File: src/rtl/seq_scan_ctrl_pkg.sv
// rtl/seq_scan_ctrl_pkg.sv - shared state encodings for the word-to-serial 10010 scan controller
package seq_scan_ctrl_pkg;

    typedef enum logic [2:0] {
        DET_A = 3'b000,
        DET_B = 3'b001,
        DET_C = 3'b010,
        DET_D = 3'b011,
        DET_E = 3'b100
    } det_state_t;

    typedef enum logic [1:0] {
        ST_IDLE  = 2'b00,
        ST_SHIFT = 2'b01,
        ST_DONE  = 2'b10
    } ctrl_state_t;

endpackage

File: src/rtl/seq_scan_ctrl_det.sv
// rtl/seq_scan_ctrl_det.sv - Mealy detector for serial pattern 10010, overlapping matches
module pattern_det_10010
    import seq_scan_ctrl_pkg::*;
(
    input  logic clk,
    input  logic rst,
    input  logic en,
    input  logic clr,
    input  logic j,
    output logic w
);

    det_state_t state;
    det_state_t next;

    // State is the longest seen suffix that is a prefix of 10010; unused codes fall back to A.
    always_comb begin
        next = DET_A;
        w    = 1'b0;
        case (state)
            DET_A: next = j ? DET_B : DET_A;
            DET_B: next = j ? DET_B : DET_C;
            DET_C: next = j ? DET_B : DET_D;
            DET_D: next = j ? DET_E : DET_A;
            DET_E: begin
                next = j ? DET_B : DET_C;
                w    = ~j;
            end
            default: next = DET_A;
        endcase
    end

    always_ff @(posedge clk) begin
        if (!rst) begin
            state <= DET_A;
        end else if (clr) begin
            state <= DET_A;
        end else if (en) begin
            state <= next;
        end
    end

endmodule

File: src/rtl/seq_scan_ctrl.sv
// rtl/seq_scan_ctrl.sv - loads a word on start and shifts it MSB-first through the 10010 detector
module seq_scan_ctrl
    import seq_scan_ctrl_pkg::*;
#(
    parameter int WIDTH = 16,
    parameter int CNT_W = 5
) (
    input  logic             clk,
    input  logic             rst,
    input  logic             start,
    input  logic             cont,
    input  logic [WIDTH-1:0] data_in,
    output logic             busy,
    output logic             bit_out,
    output logic             match,
    output logic             done,
    output logic [CNT_W-1:0] match_count
);

    localparam logic [CNT_W-1:0] LAST_BIT = CNT_W'(WIDTH - 1);
    localparam logic [CNT_W-1:0] CNT_MAX  = {CNT_W{1'b1}};

    ctrl_state_t      state;
    logic [WIDTH-1:0] sreg;
    logic [CNT_W-1:0] bit_cnt;
    logic             shifting;
    logic             accept;
    logic             det_w;

    assign shifting = (state == ST_SHIFT);
    assign accept   = (state == ST_IDLE) && start;
    assign bit_out  = shifting & sreg[WIDTH-1];
    assign match    = shifting & det_w;

    // cont=1 keeps detector history so a pattern may straddle two words.
    pattern_det_10010 u_det (
        .clk (clk),
        .rst (rst),
        .en  (shifting),
        .clr (accept & ~cont),
        .j   (bit_out),
        .w   (det_w)
    );

    always_ff @(posedge clk) begin
        if (!rst) begin
            state       <= ST_IDLE;
            sreg        <= '0;
            bit_cnt     <= '0;
            match_count <= '0;
            busy        <= 1'b0;
            done        <= 1'b0;
        end else begin
            case (state)
                ST_IDLE: begin
                    if (start) begin
                        sreg        <= data_in;
                        bit_cnt     <= '0;
                        match_count <= '0;
                        busy        <= 1'b1;
                        state       <= ST_SHIFT;
                    end
                end
                ST_SHIFT: begin
                    sreg    <= {sreg[WIDTH-2:0], 1'b0};
                    bit_cnt <= bit_cnt + CNT_W'(1);
                    if (match && match_count != CNT_MAX) begin
                        match_count <= match_count + CNT_W'(1);
                    end
                    if (bit_cnt == LAST_BIT) begin
                        state <= ST_DONE;
                        done  <= 1'b1;
                    end
                end
                ST_DONE: begin
                    state <= ST_IDLE;
                    busy  <= 1'b0;
                    done  <= 1'b0;
                end
                default: begin
                    state <= ST_IDLE;
                    busy  <= 1'b0;
                    done  <= 1'b0;
                end
            endcase
        end
    end

endmodule

File: config.mk
export PLATFORM = sky130hd
export DESIGN_NAME = seq_scan_ctrl
export DESIGN_NICKNAME = d
export VERILOG_FILES = /design/src/rtl/seq_scan_ctrl_pkg.sv /design/src/rtl/seq_scan_ctrl_det.sv /design/src/rtl/seq_scan_ctrl.sv
export SDC_FILE = /design/constraint.sdc
export NUM_CORES = 1
export LEC_CHECK = 0
export BUFFER_PORTS_ARGS = -buffer_cell sky130_fd_sc_hd__buf_2
export CORE_ASPECT_RATIO = 1.2
export CORE_UTILIZATION = 30
export CTS_CLUSTER_SIZE = 40
export DETAILED_ROUTE_END_ITERATION = 10
export GPL_TIMING_DRIVEN = 0
export MAX_ROUTING_LAYER = met4
export PLACE_DENSITY = 0.55
export SETUP_SLACK_MARGIN = 0.3
export SKIP_CTS_REPAIR_TIMING = 1
export SLEW_MARGIN = 20
export SYNTH_ARGS = -nofsm -noshare
export SYNTH_HDL_FRONTEND = slang
export SYNTH_SLANG_ARGS = --single-unit
File: constraint.sdc
create_clock -name clk -period 5.82 [get_ports clk]
set_input_delay 0.291 -clock clk [delete_from_list [all_inputs] [get_ports clk]]
set_output_delay 0.291 -clock clk [all_outputs]
set_load 0.02 [all_outputs]
Word level (Yosys, flattened, before mapping)

Cells that the tools add are included.

Flip-flop bits (word level): 33
Logic and storage cells: 58
Bits of input ports: 20

Reduce and logical (&&, ||, !) cells: 12
Bitwise logic cells: 8
Add/subtract/negate cells: 2
Multiplexer cells: 19
Equality and inequality tests: 10

Operators with widths:

| kind                                          | number |
|---|---|
| case mux 16 bit (2 select lines)              | 1 |
| case mux 5 bit (2 select lines)               | 2 |
| two-way mux 16 bit                            | 1 |
| case mux 3 bit (4 select lines)               | 1 |
| adder 5 x 1 -> 5 bit, second input constant   | 2 |
| two-way mux 5 bit                             | 2 |
| two-way mux 2 bit                             | 4 |
| AND reduction 2 bit                           | 4 |
| == test 3 x 2 -> 1 bit, second input constant | 2 |
| == test 5 x 4 -> 1 bit, second input constant | 1 |
| != test 5 bit, second input constant          | 1 |
| inverter 1 bit                                | 5 |
| two-way mux 1 bit                             | 4 |
| != test 2 x 1 -> 1 bit, second input constant | 2 |
| case mux 1 bit (2 select lines)               | 2 |
| case mux 2 bit (2 select lines)               | 1 |
| OR reduction 2 bit                            | 2 |
| bitwise AND 1 bit                             | 3 |
| == test 3 x 1 -> 1 bit, second input constant | 1 |
| == test 3 bit, second input constant          | 1 |
| zero test 3 bit                               | 1 |
| two-way mux 3 bit                             | 1 |
| AND reduction 3 bit                           | 1 |
| == test 2 x 1 -> 1 bit, second input constant | 1 |
| other kinds (4)                               | 5 |

Depth between registers and ports, before layout

Gate-level depths: netlist (run 1).

Depth in word-level cells: 8
Depth in mapped cells: 6
Mapped depth without buffers: 6

Modules after synthesis

From an unflattened synthesis (run 1), not the netlist that was laid out.

Cell total of the unflattened synthesis: 185
Area total of the unflattened synthesis: 1667.8 sq um

Modules (own cells, without submodules):

| module            | cells each | area an instance (sq um) | times used | sequential area each (sq um) |
|---|---|---|---|---|
| seq_scan_ctrl     | 166        | 1496.4                   | 1          | 600.6 |
| pattern_det_10010 | 19         | 171.4                    | 1          | 60.1 |

Worst setup path after synthesis (run 1)

No wires, ideal clock.

Path kind: flip-flop to flip-flop
Start: register match_count[0]
End: register match_count[3]
Data required time: 5.746 ns
Path slack: 3.661 ns
Library setup time: 0.074 ns
Arrival time: 2.084 ns
Cell stages (with the launch flop): 7
Path through: dfxtp_1 ha_1 and3_1 ha_1 or4b_4 or4_1 a31oi_1

Cells in the longest elaborated chain, start to end: 4
Elaborated cells between the ends (all ways): 7
Classes of those cells: add/sub (1); eq/ne (2); mux (2); reduce/logical (2)

Ends and longest elaborated chain:

| what                                                                         | RTL line            | source |
|---|---|---|
| start: declaration                                                           | seq_scan_ctrl.sv:17 | `output logic [CNT_W-1:0] match_count` |
| start signal: assignment                                                     | seq_scan_ctrl.sv:68 | `match_count <= match_count + CNT_W'(1);` |
| parallel branches: the longest is 4 deep, another holds adder 5 x 1 -> 5 bit | --                  |  |

Parallel ways; which one is timed is not known. The select of a mux whose other input is x is not followed.
A chain may end at the register's enable or synchronous reset.

Worst setup path in the final report (run 1)

Ends and elaborated chain as after synthesis.

==> impl_metrics.env, run 1 <==
export IMPL_cts_buffers=5
export IMPL_grt_overflow=0
export IMPL_worstSetupStartpointType="flop"
export IMPL_skew_ns=0.00319
export IMPL_hpwl_mm=2.73
export IMPL_hold_viol=0
export IMPL_synth_distinct_cells=40
export IMPL_min_from="rst"
export IMPL_status="complete, no violations"
export IMPL_critical_path_max_fanout=6
export IMPL_via_count=1498
export IMPL_portBuffers=27
export IMPL_synth_fa_ha_area_frac=0.0299
export IMPL_seq_area_frac_synth=0.394
export IMPL_reg2reg_depth=6
export IMPL_routed_wl_mm=3.93
export IMPL_layoutNonFillerInstCount=290
export IMPL_synth_edf_count=0
export IMPL_diodes=0
export IMPL_io_pins=29
export IMPL_place_gp_congestion=0.739
export IMPL_mostFrequentLayoutCells="dfxtp_1 (33), buf_2 (28), nor2b_1 (19), a21oi_1 (19), nor2_1 (17)"
export IMPL_routed_via_density=5.17
export IMPL_fmax_mhz=454
export IMPL_reg2reg_slack_ns=3.62
export IMPL_wl_per_cell_microns=13.5
export IMPL_start_util=0.314
export IMPL_track_usage=0.151
export IMPL_layout_nets=251
export IMPL_r2r_start="match_count[0]"
export IMPL_critPathCaptureType="flop"
export IMPL_ant_nets=0
export IMPL_ys_ff_latch=33
export IMPL_tightest_slew_ns=0.530
export IMPL_grt_pass1_vias=1443
export IMPL_syn_num_nets=217
export IMPL_fp_dieW_microns=70.2
export IMPL_insertion_delay_ns=0.29
export IMPL_grt_max_degree=11
export IMPL_ys_flop_type="dfxtp_1"
export IMPL_wl_met3_microns=158
export IMPL_maxCapViolCount=0
export IMPL_yosys_area_share_simple=0.261
export IMPL_critPathKind="flop to flop"
export IMPL_cp_arrival_ns=2.42
export IMPL_syn_inst=193
export IMPL_core_sq_um=5330
export IMPL_tns_ns=0
export IMPL_placed_cells=282
export IMPL_die_y_microns=83.9
export IMPL_hp_class="input pin to flop"
export IMPL_cts_path_max_buffers=2
export IMPL_clk_pin_slew_worst_paths_ns=0.07
export IMPL_layout_commonest_cell="dfxtp_1"
export IMPL_area_growth_syn_to_layout_pct=17.6
export IMPL_top_layer="met4"
export IMPL_cts_root_buf="clkbuf_8"
export IMPL_synth_compound_area_frac=0.255
export IMPL_fin_crit_sh=0.379
export IMPL_num_rows=29
export IMPL_synth_top_family_by_area="simple AND/OR/NAND/NOR gates"
export IMPL_drive_above_1_share=0.237
export IMPL_async_reset_ff_frac=0
export IMPL_grt_pass1_wl_mm=6.87
export IMPL_whs_path_depth=3
export IMPL_power_per_cell_area_nw_per_um2=246
export IMPL_syn_avg_cell_area_sq_um=8.68
export IMPL_htree_num_levels=2
export IMPL_ir_drop_mv=0.103
export IMPL_power_uw=484
export IMPL_cp_required_ns=6.04
export IMPL_synth_mux_area_fraction=0
export IMPL_dr_pass1_iters=4
export IMPL_cts_tree="yes"
export IMPL_worstHoldEndpoint="bit_cnt[1]"
export IMPL_r2r_end="match_count[3]"
export IMPL_wl_met2_mm=1.77
export IMPL_rsz0062_at_grt="no"
export IMPL_synth_xor_area_share=0
export IMPL_grt_antenna_before_repair=0
export IMPL_fin_crit_ns=2.20
export IMPL_first_iter_violations=135
export IMPL_yosysWarnings=0
export IMPL_wl_met1_mm=1.94
export IMPL_drcViolationCount=0
export IMPL_drv_slew=0
export IMPL_slew_headroom=0.646
export IMPL_setup_viol=0
export IMPL_cts_num_sinks=33
export IMPL_synth_area_sq_um=1680
export IMPL_fp_dieArea_sq_um=5890
export IMPL_cellLeakagePower_nw=0.798
[how the worst max path moves through the flow]
stage | start | endpoint | slack (ns) | cells after the start
floorplan | match_count[0] | match_count[3] | 3.66 | 6
global placement | match_count[0] | match_count[3] | 3.66 | 6
detailed placement | match_count[0] | match_count[3] | 3.63 | 6
CTS | match_count[0] | match_count[3] | 3.62 | 6
global route | match_count[0] | match_count[3] | 3.48 | 6
finish | match_count[0] | match_count[3] | 3.62 | 6
[report_power, final]
part	internal [mW]	switching, mW	total [mW]
logic	0.0320	0.0367	0.0688
clock network	0.0829	0.0873	0.170
registers	0.238	0.00722	0.245
[synth_stat cells, drive strengths merged, types with 3 or more instances]
cell / n / area share
clkbuf: 15 / 0.034
a31oi: 3 / 0.011
o21ai: 6 / 0.018
nand2: 6 / 0.013
o211ai: 4 / 0.018
o221a: 15 / 0.10
or3: 3 / 0.011
nor2b: 19 / 0.071
buf: 3 / 0.012
nand2b: 3 / 0.011
a21boi: 3 / 0.013
and3: 3 / 0.011
a21oi: 19 / 0.057
dfxtp: 33 / 0.39
nor3b: 3 / 0.013
nand4: 4 / 0.015
inv: 6 / 0.013
nand3: 3 / 0.0090
ha: 4 / 0.030
nor2: 17 / 0.038
[metal layers]
layer  global-route usage  vias up
li1                     -      778
met1                0.192      682
met2                0.225       31
met3               0.0411        7
met4               0.0582        0
met5                    -        -
[through the flow]
step / hold WS [ns] / utilization / instance area [sq um] / setup WS [ns]
4_1_cts: 0.326 / 0.369 / 1970 / 3.62
3_3_place_gp: 0.466 / 0.354 / 1890 / 3.66
2_1_floorplan: 0.452 / - / 1680 / 3.66
6_report: 0.328 / 0.369 / 1970 / 3.62
3_5_place_dp: 0.473 / 0.354 / 1890 / 3.63
5_1_grt: 0.359 / 0.369 / 1970 / 3.48
[state kept, by name, summed over array words and instances, names as in the netlist]
| signal | flops |
|---|---|
| state | 2 |
| sreg | 16 |
| bit_cnt | 5 |
| busy | 1 |
| u_det.state | 3 |
| done | 1 |
| match_count | 5 |
[layout make-up]
| type | instances | area [sq um] |
|---|---|---|
| Fill cell | 560 | 3360 |
| Sequential cell | 33 | 661 |
| Multi-Input combinational cell | 136 | 916 |
| Inverter | 6 | 22.5 |
| Tap cell | 62 | 77.6 |
| Timing Repair Buffer | 27 | 135 |
| Buffer | 18 | 76.3 |
| Clock buffer | 6 | 72.6 |
| Clock inverter | 2 | 10.0 |
[worst max-delay path: stages (launching register included)]
cell,delay (ns)
dfxtp_1,0.35
ha_1,0.22
and3_1,0.19
ha_1,0.19
or4b_4,0.53
or4_1,0.49
a31oi_1,0.17
[cell families (layout without fill, tap and decap cells)]
| kind of cell | after synthesis | after routing |
|---|---|---|
| DFF | 33 | 33 |
| adders and majority gates | 4 | 4 |
| AOI/OAI and AO/OA | 58 | 58 |
| buffers and inverters | 24 | 59 |
| and+or+nand+nor | 74 | 74 |
Power figures use the tool's default switching activity.
==> run 2, diff against run 1 <==
clock period = 2.3 ns   (was 5.82 ns; I/O delays follow)
==> run 2 against run 1 <==
Against the previous run: combinational power rose to 2.6 times the previous value; critical path depth stayed put; sequential share of layout area shrank 0.86 points; clock skew barely moved; largest power group unchanged; final area rose by 4.2%; register-to-register slack lost 3.3 ns; total power grew to 2.7 times the previous value; cell count increased by 0.34%; sequential power rose to 2.5 times the previous value; critical path type unchanged; flip-flop and latch count did not move; non-clock buffer count increased by 1; wire length grew 0.28%.
==> impl_metrics.env, run 2 (synthesis results as in run 1) <==
export IMPL_status="complete, no violations"
export IMPL_start_util=0.314
export IMPL_routed_via_density=5.22
export IMPL_tns_ns=0
export IMPL_grt_antenna_before_repair=0
export IMPL_ir_drop_mv=0.297
export IMPL_drv_slew=0
export IMPL_grt_pass1_vias=1420
export IMPL_ant_nets=0
export IMPL_critPathKind="flop to flop"
export IMPL_cts_root_buf="clkbuf_8"
export IMPL_layoutNonFillerInstCount=291
export IMPL_layout_nets=252
export IMPL_skew_ns=0.00311
export IMPL_finalWorstSetupSlack_ns=0.294
export IMPL_swShare=0.255
export IMPL_power_per_cell_area_nw_per_um2=648
export IMPL_clk_pin_slew_worst_paths_ns=0.07
export IMPL_reg2reg_slack_ns=0.29
export IMPL_hpwl_mm=2.74
export IMPL_cts_num_sinks=33
export IMPL_crit_start="match_count[1]"
export IMPL_routed_wl_mm=3.94
export IMPL_cts_tree="yes"
export IMPL_p_int_uw=991
export IMPL_fp_dieW_microns=70.2
export IMPL_dr_pass1_iters=4
export IMPL_power_mw=1.33
export IMPL_drive_above_1_share=0.284
export IMPL_cp_required_ns=2.52
export IMPL_cts_path_max_buffers=2
export IMPL_htree_num_levels=2
export IMPL_tightest_slew_ns=0.483
export IMPL_num_rows=29
export IMPL_r2r_end="match_count[3]"
export IMPL_diodes=0
export IMPL_place_gp_congestion=0.711
export IMPL_critPathCaptureType="flop"
export IMPL_setup_viol=0
export IMPL_cellLeakagePower_nw=0.813
export IMPL_min_from="rst"
export IMPL_grt_overflow=0
export IMPL_layout_commonest_cell="dfxtp_1"
export IMPL_nFillCells=557
export IMPL_portBuffers=27
export IMPL_slew_headroom=0.673
export IMPL_hp_class="input pin to flop"
export IMPL_maxCapViolCount=0
export IMPL_hold_viol=0
export IMPL_drcViolationCount=0
export IMPL_insertion_delay_ns=0.28
export IMPL_track_usage=0.142
export IMPL_critical_path_max_fanout=6
export IMPL_worstHoldEndpoint="bit_cnt[1]"
export IMPL_top_register="sreg"
export IMPL_first_iter_violations=91
export IMPL_cp_arrival_ns=2.22
export IMPL_fin_crit_sh=0.872
export IMPL_cts_buffers=5
export IMPL_largestRegisters="sreg: 16 flops, bit_cnt: 5 flops, match_count: 5 flops"
export IMPL_fp_dieArea_sq_um=5890
export IMPL_grt_max_degree=12
export IMPL_power_frac_comb=0.132
export IMPL_dp_slack_ns=0.269
export IMPL_placed_cells=282
export IMPL_reg2reg_depth=6
export IMPL_rsz0062_at_grt="yes"
export IMPL_r2r_start="match_count[1]"
export IMPL_grt_pass1_wl_mm=6.64
export IMPL_largest_reg_flops=16
export IMPL_power_share_clock=0.403
export IMPL_io_pins=29
export IMPL_whs_path_depth=3
export IMPL_power_frac_seq=0.465
export IMPL_fmax_mhz=498
export IMPL_mostFrequentLayoutCells="dfxtp_1 (29), buf_2 (28), nor2b_1 (19), a21oi_1 (19), nor2_1 (17)"
export IMPL_area_growth_syn_to_layout_pct=22.6
export IMPL_core_sq_um=5330
export IMPL_p_sw_uw=340
export IMPL_worstSetupStartpointType="flop"
export IMPL_fin_crit_ns=2.01
export IMPL_via_count=1520
export IMPL_wl_per_cell_microns=13.5
export IMPL_die_y_microns=83.9
## run 2: cell types whose count changed in the layout (fill, tap and decap cells not counted), sizes merged
cell | before | now
clkbuf | 21 | 22
buf | 30 | 31
clkinvlp | 0 | 1
clkinv | 2 | 0
## run 2: worst max-delay path, stage by stage, from the launching register on
cell	delay (ns)
dfxtp_4	0.36
ha_4	0.16
and3_4	0.18
ha_4	0.15
or4b_4	0.51
or4_1	0.41
a31oi_1	0.16
## run 2: metal layers
layer / up-vias / GRT usage / share of wire
li1: 772 / - / -
met1: 706 / 0.181 / 0.51
met2: 35 / 0.222 / 0.44
met3: 7 / 0.0350 / 0.038
met4: 0 / 0.0436 / 0.013
met5: - / - / 0
## run 2: power groups by stage
stage	Clock [mW]	Combinational (mW)	Sequential (mW)
after floorplan	0	0.125	0.628
after global placement	0	0.174	0.630
after detailed placement	0	0.174	0.631
after CTS	0.549	0.175	0.618
after global routing	0.573	0.196	0.622
final	0.536	0.176	0.619
## run 2: cell type report
class                           instances  area [sq um]  area share
Buffer                                 18          78.8      0.0384
Sequential cell                        33           671       0.327
Clock buffer                            7           108      0.0524
Inverter                                6          22.5      0.0110
Multi-Input combinational cell        136           946       0.461
Timing Repair Buffer                   28           143      0.0695
Tap cell                               62          77.6      0.0378
Clock inverter                          1          7.51     0.00366
## run 2: stage by stage
stage / hold WS [ns] / util / cell area, sq um
final: 0.151 / 0.385 / 2050
after global routing: 0.151 / 0.385 / 2050
after CTS: 0.154 / 0.383 / 2040
after detailed placement: 0.455 / 0.361 / 1930
after global placement: 0.447 / 0.361 / 1930
after floorplan: 0.285 / - / 1710
## run 2: worst max path at each step
stage	slack [ns]	end	cells past startpoint
3_3_place_gp	0.27	match_count[3]	6
6_report	0.29	match_count[3]	6
3_5_place_dp	0.27	match_count[3]	6
5_1_grt	0.23	match_count[3]	6
2_1_floorplan	0.29	match_count[3]	6
4_1_cts	0.25	match_count[3]	6
==> run 3, diff against run 2 <==
PLACE_DENSITY = 0.49   (was 0.55)
clock period = 1.9 ns   (was 2.3 ns; I/O delays follow)
==> run 3 against run 2 <==
Against the previous run: the run now ends with setup timing left; first-iteration DRC count shrank 48%; critical path depth is the same; core utilization grew 0.63 points; total power grew 17%; critical endpoint unchanged; largest cell class unchanged.
==> impl_metrics.env, run 3 (synthesis results as in run 1) <==
export IMPL_drv_slew=0
export IMPL_final_util=0.391
export IMPL_cellLeakagePower_nw=0.851
export IMPL_hp_class="input pin to flop"
export IMPL_fp_dieArea_sq_um=5890
export IMPL_use_met3=0.0338
export IMPL_dr_pass1_iters=4
export IMPL_insertion_delay_ns=0.29
export IMPL_layoutNonFillerInstCount=293
export IMPL_power_frac_comb=0.140
export IMPL_num_rows=29
export IMPL_placed_cells=282
export IMPL_critPathCaptureType="flop"
export IMPL_nFillCells=553
export IMPL_tightest_slew_ns=0.535
export IMPL_status="finished, violations left"
export IMPL_place_gp_congestion=0.744
export IMPL_dp_slack_ns=-0.149
export IMPL_hold_ws_ns=0.117
export IMPL_drive_above_1_share=0.329
export IMPL_power_frac_seq=0.480
export IMPL_worstSetupStartpointType="flop"
export IMPL_ant_nets=0
export IMPL_area_growth_syn_to_layout_pct=24.6
export IMPL_cts_num_sinks=33
export IMPL_cts_buffers=5
export IMPL_grt_max_degree=11
export IMPL_drcViolationCount=0
export IMPL_design_area_sq_um=2090
export IMPL_routed_via_density=5.12
export IMPL_hpwl_mm=2.84
export IMPL_rsz0062_at_grt="yes"
export IMPL_fp_dieW_microns=70.2
export IMPL_gr_max_usage_layer="met2"
export IMPL_critPathKind="flop to flop"
export IMPL_grt_pass1_vias=1461
export IMPL_cts_tree="yes"
export IMPL_die_y_microns=83.9
export IMPL_slowest_stage="or4b_4"
export IMPL_grt_overflow=0
export IMPL_start_util=0.314
export IMPL_fin_crit_sh=1.05
export IMPL_skew_ns=0.00236
export IMPL_power_per_cell_area_nw_per_um2=748
export IMPL_ir_drop_mv=0.357
export IMPL_wl_per_cell_microns=14.1
export IMPL_cts_path_max_buffers=2
export IMPL_violations="setup timing"
export IMPL_largest_reg_flops=16
export IMPL_fin_crit_ns=2.00
export IMPL_p_sw_uw=403
export IMPL_hold_viol=0
export IMPL_gr_usage_met2=0.248
export IMPL_via_count=1500
export IMPL_place_area_sq_um=1930
export IMPL_diodes=0
export IMPL_largestRegisters="sreg: 16 flops, bit_cnt: 5 flops, match_count: 5 flops"
export IMPL_portBuffers=27
export IMPL_cp_arrival_ns=2.22
export IMPL_power_share_clock=0.380
export IMPL_cp_required_ns=2.12
export IMPL_clk_pin_slew_worst_paths_ns=0.07
export IMPL_grt_pass1_wl_mm=6.78
export IMPL_maxCapViolCount=0
export IMPL_htree_num_levels=2
export IMPL_crit_path_cell_trace="ha_4 -> and3_4 -> ha_4 -> or4b_4 -> or4_1 -> a31oi_1"
export IMPL_finalWorstSetupSlack_ns=-0.104
export IMPL_slew_headroom=0.643
export IMPL_cp_top_family="simple AND/OR/NAND/NOR gates"
export IMPL_cts_root_buf="clkbuf_8"
export IMPL_swShare=0.258
export IMPL_max_stage_delay_ns=0.52
export IMPL_layout_nets=254
export IMPL_mostFrequentLayoutCells="buf_2 (28), dfxtp_1 (28), nor2b_1 (19), a21oi_1 (19), nor2_1 (17)"
export IMPL_track_usage=0.151
export IMPL_cpMostUsedCell="ha_4"
export IMPL_setup_viol=2
export IMPL_top_register="sreg"
export IMPL_core_sq_um=5330
export IMPL_routed_wl_mm=4.14
export IMPL_first_iter_violations=47
export IMPL_critical_path_max_fanout=6
export IMPL_io_pins=29
export IMPL_critPathBufInv=0
export IMPL_grt_antenna_before_repair=0
export IMPL_p_int_mw=1.16
export IMPL_use_met1=0.176
export IMPL_fmax_mhz=499
-- run 3: worst paths after layout --
check	cells after the start	from	slack [ns]	to
setup / recovery	6	match_count[0]	-0.10	match_count[3]
hold reg to reg	2	busy	0.48	busy
hold / removal	3	rst	0.12	bit_cnt[1]
setup reg to reg	6	match_count[0]	-0.10	match_count[3]
-- run 3: power by group through the flow --
| stage | Sequential, mW | Combinational, mW | Clock [mW] |
|---|---|---|---|
| 2_1_floorplan | 0.761 | 0.151 | 0 |
| 3_3_place_gp | 0.763 | 0.214 | 0 |
| 3_5_place_dp | 0.763 | 0.213 | 0 |
| 4_1_cts | 0.748 | 0.214 | 0.617 |
| 5_1_grt | 0.753 | 0.245 | 0.641 |
| 6_report | 0.750 | 0.218 | 0.594 |
-- run 3: cell type report --
class	instances	area (sq um)	area share
Buffer	18	93.8	0.0450
Clock buffer	7	96.3	0.0462
Clock inverter	1	5.00	0.00240
Inverter	6	22.5	0.0108
Multi-Input combinational cell	136	962	0.461
Sequential cell	33	672	0.322
Tap cell	62	77.6	0.0372
Timing Repair Buffer	30	158	0.0755
-- run 3: per-layer routing --
layer / vias up / wire length, microns
met3: 6 / 128
met1: 688 / 2020
met4: 0 / 74
li1: 779 / -
met2: 27 / 1920
met5: - / 0
-- run 3: worst min-delay path, delay by kind of cell --
kind                   cells  cell delay [ns]
AND/OR/NAND/NOR            1             0.10
buffers and inverters      2             0.17
-- run 3: through the flow --
step | total power [mW] | setup TNS, ns
floorplan | 0.912 | -0.128
global placement | 0.977 | -0.230
detailed placement | 0.976 | -0.239
CTS | 1.58 | -0.498
global route | 1.64 | -0.281
finish | 1.56 | -0.117
